$ cat config.mk
export PLATFORM = sky130hd
export DESIGN_NAME = alu_operand_sequencer
export DESIGN_NICKNAME = d
export VERILOG_FILES = /design/src/rtl/alu_operand_sequencer_pkg.sv /design/src/rtl/alu_operand_sequencer_btn_debounce.sv /design/src/rtl/alu_operand_sequencer.sv
export SDC_FILE = /design/constraint.sdc
export NUM_CORES = 1
export LEC_CHECK = 0
export ABC_AREA = 1
export BUFFER_PORTS_ARGS = -buffer_cell sky130_fd_sc_hd__buf_2
export CORE_ASPECT_RATIO = 0.5
export CORE_MARGIN = 2
export CORE_UTILIZATION = 35
export CTS_CLUSTER_SIZE = 28
export DETAILED_ROUTE_END_ITERATION = 8
export GPL_ROUTABILITY_DRIVEN = 0
export SYNTH_ARGS = -nofsm -noshare
export SYNTH_HDL_FRONTEND = slang
export SYNTH_HIERARCHICAL = 1
export SYNTH_SLANG_ARGS = --single-unit
$ cat constraint.sdc
create_clock -name clk -period 3.9 [get_ports clk]
set_input_delay 0.195 -clock clk [delete_from_list [all_inputs] [get_ports clk]]
set_output_delay 0.195 -clock clk [all_outputs]
set_load 0.02 [all_outputs]
$ cat src/rtl/alu_operand_sequencer_pkg.sv
// Shared widths and FSM encodings for the ALU operand sequencer.
package alu_operand_sequencer_pkg;

    localparam int unsigned W       = 4;
    localparam int unsigned STAGE_W = 3;

    typedef enum logic [STAGE_W-1:0] {
        S_A    = 3'd0,
        S_B    = 3'd1,
        S_OP   = 3'd2,
        S_EXEC = 3'd3,
        S_SHOW = 3'd4
    } state_t;

endpackage

$ cat src/rtl/alu_operand_sequencer_btn_debounce.sv
// Push-button conditioner: two-flop synchroniser, stability counter and
// a one-cycle pulse on each accepted 0->1 level change.
module btn_debounce #(
    parameter int unsigned DEBOUNCE_CYCLES = 500000,
    parameter int unsigned CNT_W           = 20
) (
    input  logic clk,
    input  logic rst,
    input  logic btn,
    output logic press
);

    logic             sync1;
    logic             sync2;
    logic             level;
    logic [CNT_W-1:0] cnt;

    // Level flips only after DEBOUNCE_CYCLES consecutive disagreeing cycles.
    always_ff @(posedge clk or posedge rst) begin
        if (rst) begin
            sync1 <= 1'b0;
            sync2 <= 1'b0;
            level <= 1'b0;
            cnt   <= '0;
            press <= 1'b0;
        end else begin
            sync1 <= btn;
            sync2 <= sync1;
            press <= 1'b0;
            if (sync2 != level) begin
                if (cnt == CNT_W'(DEBOUNCE_CYCLES - 1)) begin
                    level <= sync2;
                    cnt   <= '0;
                    press <= sync2;
                end else begin
                    cnt <= cnt + CNT_W'(1);
                end
            end else begin
                cnt <= '0;
            end
        end
    end

endmodule

$ cat src/rtl/alu_operand_sequencer.sv
// Steps operand A, operand B and opcode in from one switch bank on debounced
// presses, then captures the ALU result into a held display register.
module alu_operand_sequencer #(
    parameter int unsigned W               = alu_operand_sequencer_pkg::W,
    parameter int unsigned DEBOUNCE_CYCLES = 500000,
    parameter int unsigned CNT_W           = 20
) (
    input  logic         clk,
    input  logic         rst,
    input  logic [W-1:0] sw,
    input  logic         btn_step,
    output logic [W-1:0] alu_a,
    output logic [W-1:0] alu_b,
    output logic [W-1:0] alu_op,
    input  logic [W-1:0] alu_c,
    input  logic         alu_v,
    input  logic         alu_carry,
    output logic [W-1:0] res_c,
    output logic         res_v,
    output logic         res_carry,
    output logic         res_valid,
    output logic [2:0]   stage
);

    import alu_operand_sequencer_pkg::*;

    state_t state_q;
    state_t state_d;
    logic   press;
    logic   load_a;
    logic   load_b;
    logic   load_op;
    logic   capture;
    logic   clear_valid;

    btn_debounce #(
        .DEBOUNCE_CYCLES (DEBOUNCE_CYCLES),
        .CNT_W           (CNT_W)
    ) u_debounce (
        .clk   (clk),
        .rst   (rst),
        .btn   (btn_step),
        .press (press)
    );

    always_ff @(posedge clk or posedge rst) begin
        if (rst) begin
            state_q <= S_A;
        end else begin
            state_q <= state_d;
        end
    end

    // S_EXEC advances unconditionally, giving the ALU one full cycle to settle.
    always_comb begin
        state_d = state_q;
        case (state_q)
            S_A:     if (press) state_d = S_B;
            S_B:     if (press) state_d = S_OP;
            S_OP:    if (press) state_d = S_EXEC;
            S_EXEC:  state_d = S_SHOW;
            S_SHOW:  if (press) state_d = S_A;
            default: state_d = S_A;
        endcase
    end

    always_comb begin
        load_a      = 1'b0;
        load_b      = 1'b0;
        load_op     = 1'b0;
        capture     = 1'b0;
        clear_valid = 1'b0;
        case (state_q)
            S_A:     load_a      = press;
            S_B:     load_b      = press;
            S_OP:    load_op     = press;
            S_EXEC:  capture     = 1'b1;
            S_SHOW:  clear_valid = press;
            default: ;
        endcase
    end

    always_ff @(posedge clk or posedge rst) begin
        if (rst) begin
            alu_a  <= '0;
            alu_b  <= '0;
            alu_op <= '0;
        end else begin
            if (load_a)  alu_a  <= sw;
            if (load_b)  alu_b  <= sw;
            if (load_op) alu_op <= sw;
        end
    end

    // Result fields persist across the next sequence; only res_valid drops.
    always_ff @(posedge clk or posedge rst) begin
        if (rst) begin
            res_c     <= '0;
            res_v     <= 1'b0;
            res_carry <= 1'b0;
            res_valid <= 1'b0;
        end else begin
            if (capture) begin
                res_c     <= alu_c;
                res_v     <= alu_v;
                res_carry <= alu_carry;
                res_valid <= 1'b1;
            end else if (clear_valid) begin
                res_valid <= 1'b0;
            end
        end
    end

    assign stage = state_q;

endmodule

* Word-level counts from Yosys, hierarchy flattened
Cells that the tools add are included.
** Storage, ports and cells
- Register bits :: 46
- Input port bits :: 13
- Output and inout port bits :: 22
- Logic and storage cells :: 44
** Cells by class
- $add $sub $neg :: 1
- Equality and inequality tests :: 10
- Multiplexer cells :: 16
- Reductions and logical operators :: 4
** Operators with widths (count)
- $mux 20 :: 2
- $add 20x1->20 const B :: 1
- $eq 20x19->1 const B :: 1
- $pmux 3 s5 :: 1
- $mux 3 :: 4
- $mux 1 :: 9
- $ne 2x1->1 const B :: 4
- $eq 3x2->1 const B :: 2
- $reduce_and 4->1 :: 1
- $eq 3x1->1 const B :: 1
- $eq 3x3->1 const B :: 1
- $logic_not 3->1 :: 1
- $reduce_and 2->1 :: 1
- $reduce_bool 2->1 :: 1
- $ne 1x1->1 :: 1

* Depth between registers and ports, before layout
- Depth in word-level cells :: 4
- Depth in mapped cells :: 9
- Mapped depth without buffers :: 9

* Cells and area by module
The synthesis kept the hierarchy.
** Modules (own cells, without submodules)
- btn_debounce :: instances 1, cells each 164, area each 1280.0 um^2, seq. area each 600.6 um^2
- alu_operand_sequencer :: instances 1, cells each 101, area each 908.4 um^2, seq. area each 550.5 um^2

* Worst setup path after synthesis
OpenSTA, ideal clock, no wires.
- Path kind :: reg2reg
- From :: register u_debounce.cnt[0]
- To :: register u_debounce.cnt[16]
- Library setup time :: 0.117 ns
- Data arrival time :: 1.142 ns
- Required time :: 3.783 ns
- Slack :: 2.642 ns
- Cell stages (with the launch flop) :: 9
- Buffers on the path :: 0
- Clock period less this slack :: 1.258 ns
- Path through :: dfrtp_1 ha_1 nand3_1 inv_1 nand2_2 nor2_2 nand3_1 nor2_1 nor2_1
** On the way
- Word-level cells in the longest chain between the ends :: 3
- Elaborated cells on any way between the ends :: 4
- Classes of those cells :: add/sub: 1; eq/ne: 1; mux: 2
** RTL lines
- start, declared :: RTL line alu_operand_sequencer_btn_debounce.sv:16 : logic [CNT_W-1:0] cnt;
- start signal, assigned :: RTL line alu_operand_sequencer_btn_debounce.sv:36 : cnt <= cnt + CNT_W'(1);
- $add 20x1->20 or $eq 20x19->1 (tied branches) :: RTL line alu_operand_sequencer_btn_debounce.sv:36, alu_operand_sequencer_btn_debounce.sv:31
- $mux 20 * :: RTL line alu_operand_sequencer_btn_debounce.sv:31 : if (cnt == CNT_W'(DEBOUNCE_CYCLES - 1)) begin
- $mux 20 * :: RTL line alu_operand_sequencer_btn_debounce.sv:30 : if (sync2 != level) begin
Mark *: on every way between the ends. The rest lies on a longest branch, timed or not.
A chain may end at the register's enable or synchronous reset.

* Worst setup path after layout
Ends and elaborated chain as after synthesis.

==> flow_metrics.tcl <==
set metrics [dict create \
    outcome "complete, no violations" \
    grt-ovfl-total 0 \
    clock_latency_ns 0.29 \
    tightest_slew_ns 0.907 \
    synth_edf_count 0 \
    grt_pass1_vias 1672 \
    rows 20 \
    total_power_mw 0.999 \
    grt_max_degree 25 \
    pre_cts_ws_ns 2.47 \
    antenna_found_initial 0 \
    clkSinkCount 46 \
    area_delta_synth_final_pct 19.5 \
    cts_root_buf "clkbuf_16" \
    finalHoldViolCount 0 \
    setup-tns-final_ns 0 \
    nets 316 \
    slew_viol_final 0 \
    clkTransAtPathRegs_ns 0.06 \
    synth_area_per_cell_sq_um 8.26 \
    dr.pass1.iters 4 \
    ctsHtreeMaxLevel 2 \
    first_iter_violations 197 \
    met1_usage_pct 19.5 \
    startpoint_type "register" \
    rsz0062_at_grt "false" \
    yosysTopAreaCell "dfrtp_1" \
    period_needed_ns 1.44 \
    grt_use_total_pct 14.6 \
    grt_pass1_wl_microns 7850 \
    synth_top_area_share_pct 52.6 \
    clk_path_buf_depth 2 \
    remaining_drc_errors 0 \
    arrival_ns 1.62 \
    max_slew_margin_pct 39.4 \
    routedWlPerCell_microns 11.9 \
    setup_viol 0 \
    met3_usage_pct 3.04 \
    cts_inserted_buffers 5 \
    holdCritPathClass "primary input to register" \
    cp_max_fo 4 \
    syn_nets 279 \
    grt_util_met2_pct 23.4 \
    vias_per_cell 4.68 \
    die-width_microns 116 \
    synth_flop_cell "dfrtp_1" \
    skew_ns 0.0100 \
    top_usage_layer "met2" \
    routed_wl_microns 4650 \
    tritoncts "done" \
    timing.fmax_ghz 0.695 \
    core_area_sq_mm 0.00606 \
    cts_hold_buf 0 \
    powerDensity_mw_per_mm2 382 \
    ir_worst_vdd_uv 201 \
    ys_ff_latch 46 \
    dr_total_vias 1830 \
    synthArstFlopShare_pct 100 \
    ys_seq_area_share_pct 52.6 \
    yosys.cell_count.top_type "nand2_1" \
    leakage_nw 1.16 \
    boundaryPins 35 \
    yosysWarnings 6 \
    postSynthCellCount 265 \
    max_cap_violations 0 \
    ys_top_cells_by_count "78 x nand2_1, 46 x dfrtp_1, 43 x nor2_1" \
    path_class "register to register" \
    n_antenna_cell 0 \
    dieHeight_microns 59.9 \
    drive_above_1_share_pct 20.5 \
    post_cts_resized 0 \
    fp.dieArea_sq_mm 0.00694 \
    dpl.hpwl_microns 3380 \
    post-route-period-util_pct 36.9 \
    fin_ws_ns 2.46 \
    worstSetupEndpointType "register" \
    synthTopCellsByArea "dfrtp_1 53%, nand2_1 13%, nor2_1 7.4%, nand3_1 5.0%, nand4_1 4.3%" \
    ant_nets 0 \
    portBuffers 34 \
    synth_area_sq_mm 0.00219 \
    required_ns 4.08 \
    post-cts-setup-buffer-count 0 \
    start_util_pct 36.1 \
    synth_cell_type_count 24 \
]
## critical path, cell delays in order (launching register included)
cell	delay [ns]
dfrtp_1	0.39
ha_1	0.20
nand3_1	0.11
inv_1	0.14
nand2_2	0.09
nor2_2	0.16
nand3_1	0.09
nor2_1	0.09
nor2_1	0.06
## placed cells by master (no fill, tap or decap), types with 2 or more instances in the layout
cell type / count
a21oi_1: 3
buf_2: 34
clkbuf_16: 5
dfrtp_1: 46
inv_1: 18
inv_2: 2
nand2_1: 78
nand2_2: 4
nand3_1: 22
nand4_1: 15
nor2_1: 43
nor2_2: 8
nor2_4: 2
o21ai_0: 5
xnor2_1: 3
xor2_1: 4
## cells by family (layout without fill, tap and decap cells)
family	count (synthesis)	after routing	share of synthesized area, %
buffers and inverters	24	62	4.46
and+or+nand+nor	176	176	36.3
xor gates and xnor gates	8	8	3.55
AOI/OAI and AO/OA	10	10	2.52
adders and majority gates	1	1	0.572
DFF	46	46	52.6
## report_power, final
part           internal, mW  switching (mW)
Clock                 0.303           0.185
Sequential            0.480         0.00288
Combinational       0.00790          0.0197
Total                 0.792           0.207
## registers in the layout, indices dropped and copies added (netlist names), 3 cells and up
| signal | cells |
|---|---|
| alu_op | 4 |
| stage | 3 |
| alu_b | 4 |
| alu_a | 4 |
| u_debounce/cnt | 20 |
| res_c | 4 |
## metal layers
metal / up-vias / share of wire [%]
li1: 918 / -
met4: 0 / 0.65
met1: 859 / 50
met3: 3 / 4.8
met2: 50 / 45
met5: - / 0
## cell type report
type	count	area [sq um]
fillers	590	3440
repair buffers	34	170
clock buffers	5	125
clock inverters	3	43.8
multi-input cells	195	940
flip-flops and latches	46	1150
well taps	88	110
inverters	20	75.1
## worst paths after layout
kind	slack, ns	start	cells after the start	endpoint
min in group asynchronous	0.07	rst	2	res_carry
max in group asynchronous	3.23	rst	2	u_debounce/cnt[7]
min	0.02	btn_step	1	u_debounce/sync1
max	2.46	u_debounce/cnt[0]	8	u_debounce/cnt[16]
min reg2reg	0.34	u_debounce/sync1	0	u_debounce/sync2
max reg2reg	2.46	u_debounce/cnt[0]	8	u_debounce/cnt[16]
## per-stage QoR
| step | util (%) | hold WS [ns] | area (sq um) | std cells |
|---|---|---|---|---|
| 2_1_floorplan | - | 0.184 | 2190 | 265 |
| 6_report | 43.2 | 0.0159 | 2620 | 391 |
| 5_1_grt | 43.2 | 0.00787 | 2620 | 391 |
| 3_5_place_dp | 40.4 | 0.306 | 2450 | 383 |
| 3_3_place_gp | 40.4 | 0.303 | 2450 | 383 |
| 4_1_cts | 43.2 | 0.0101 | 2620 | 391 |
Note: power is estimated with default switching activity, not from simulation.
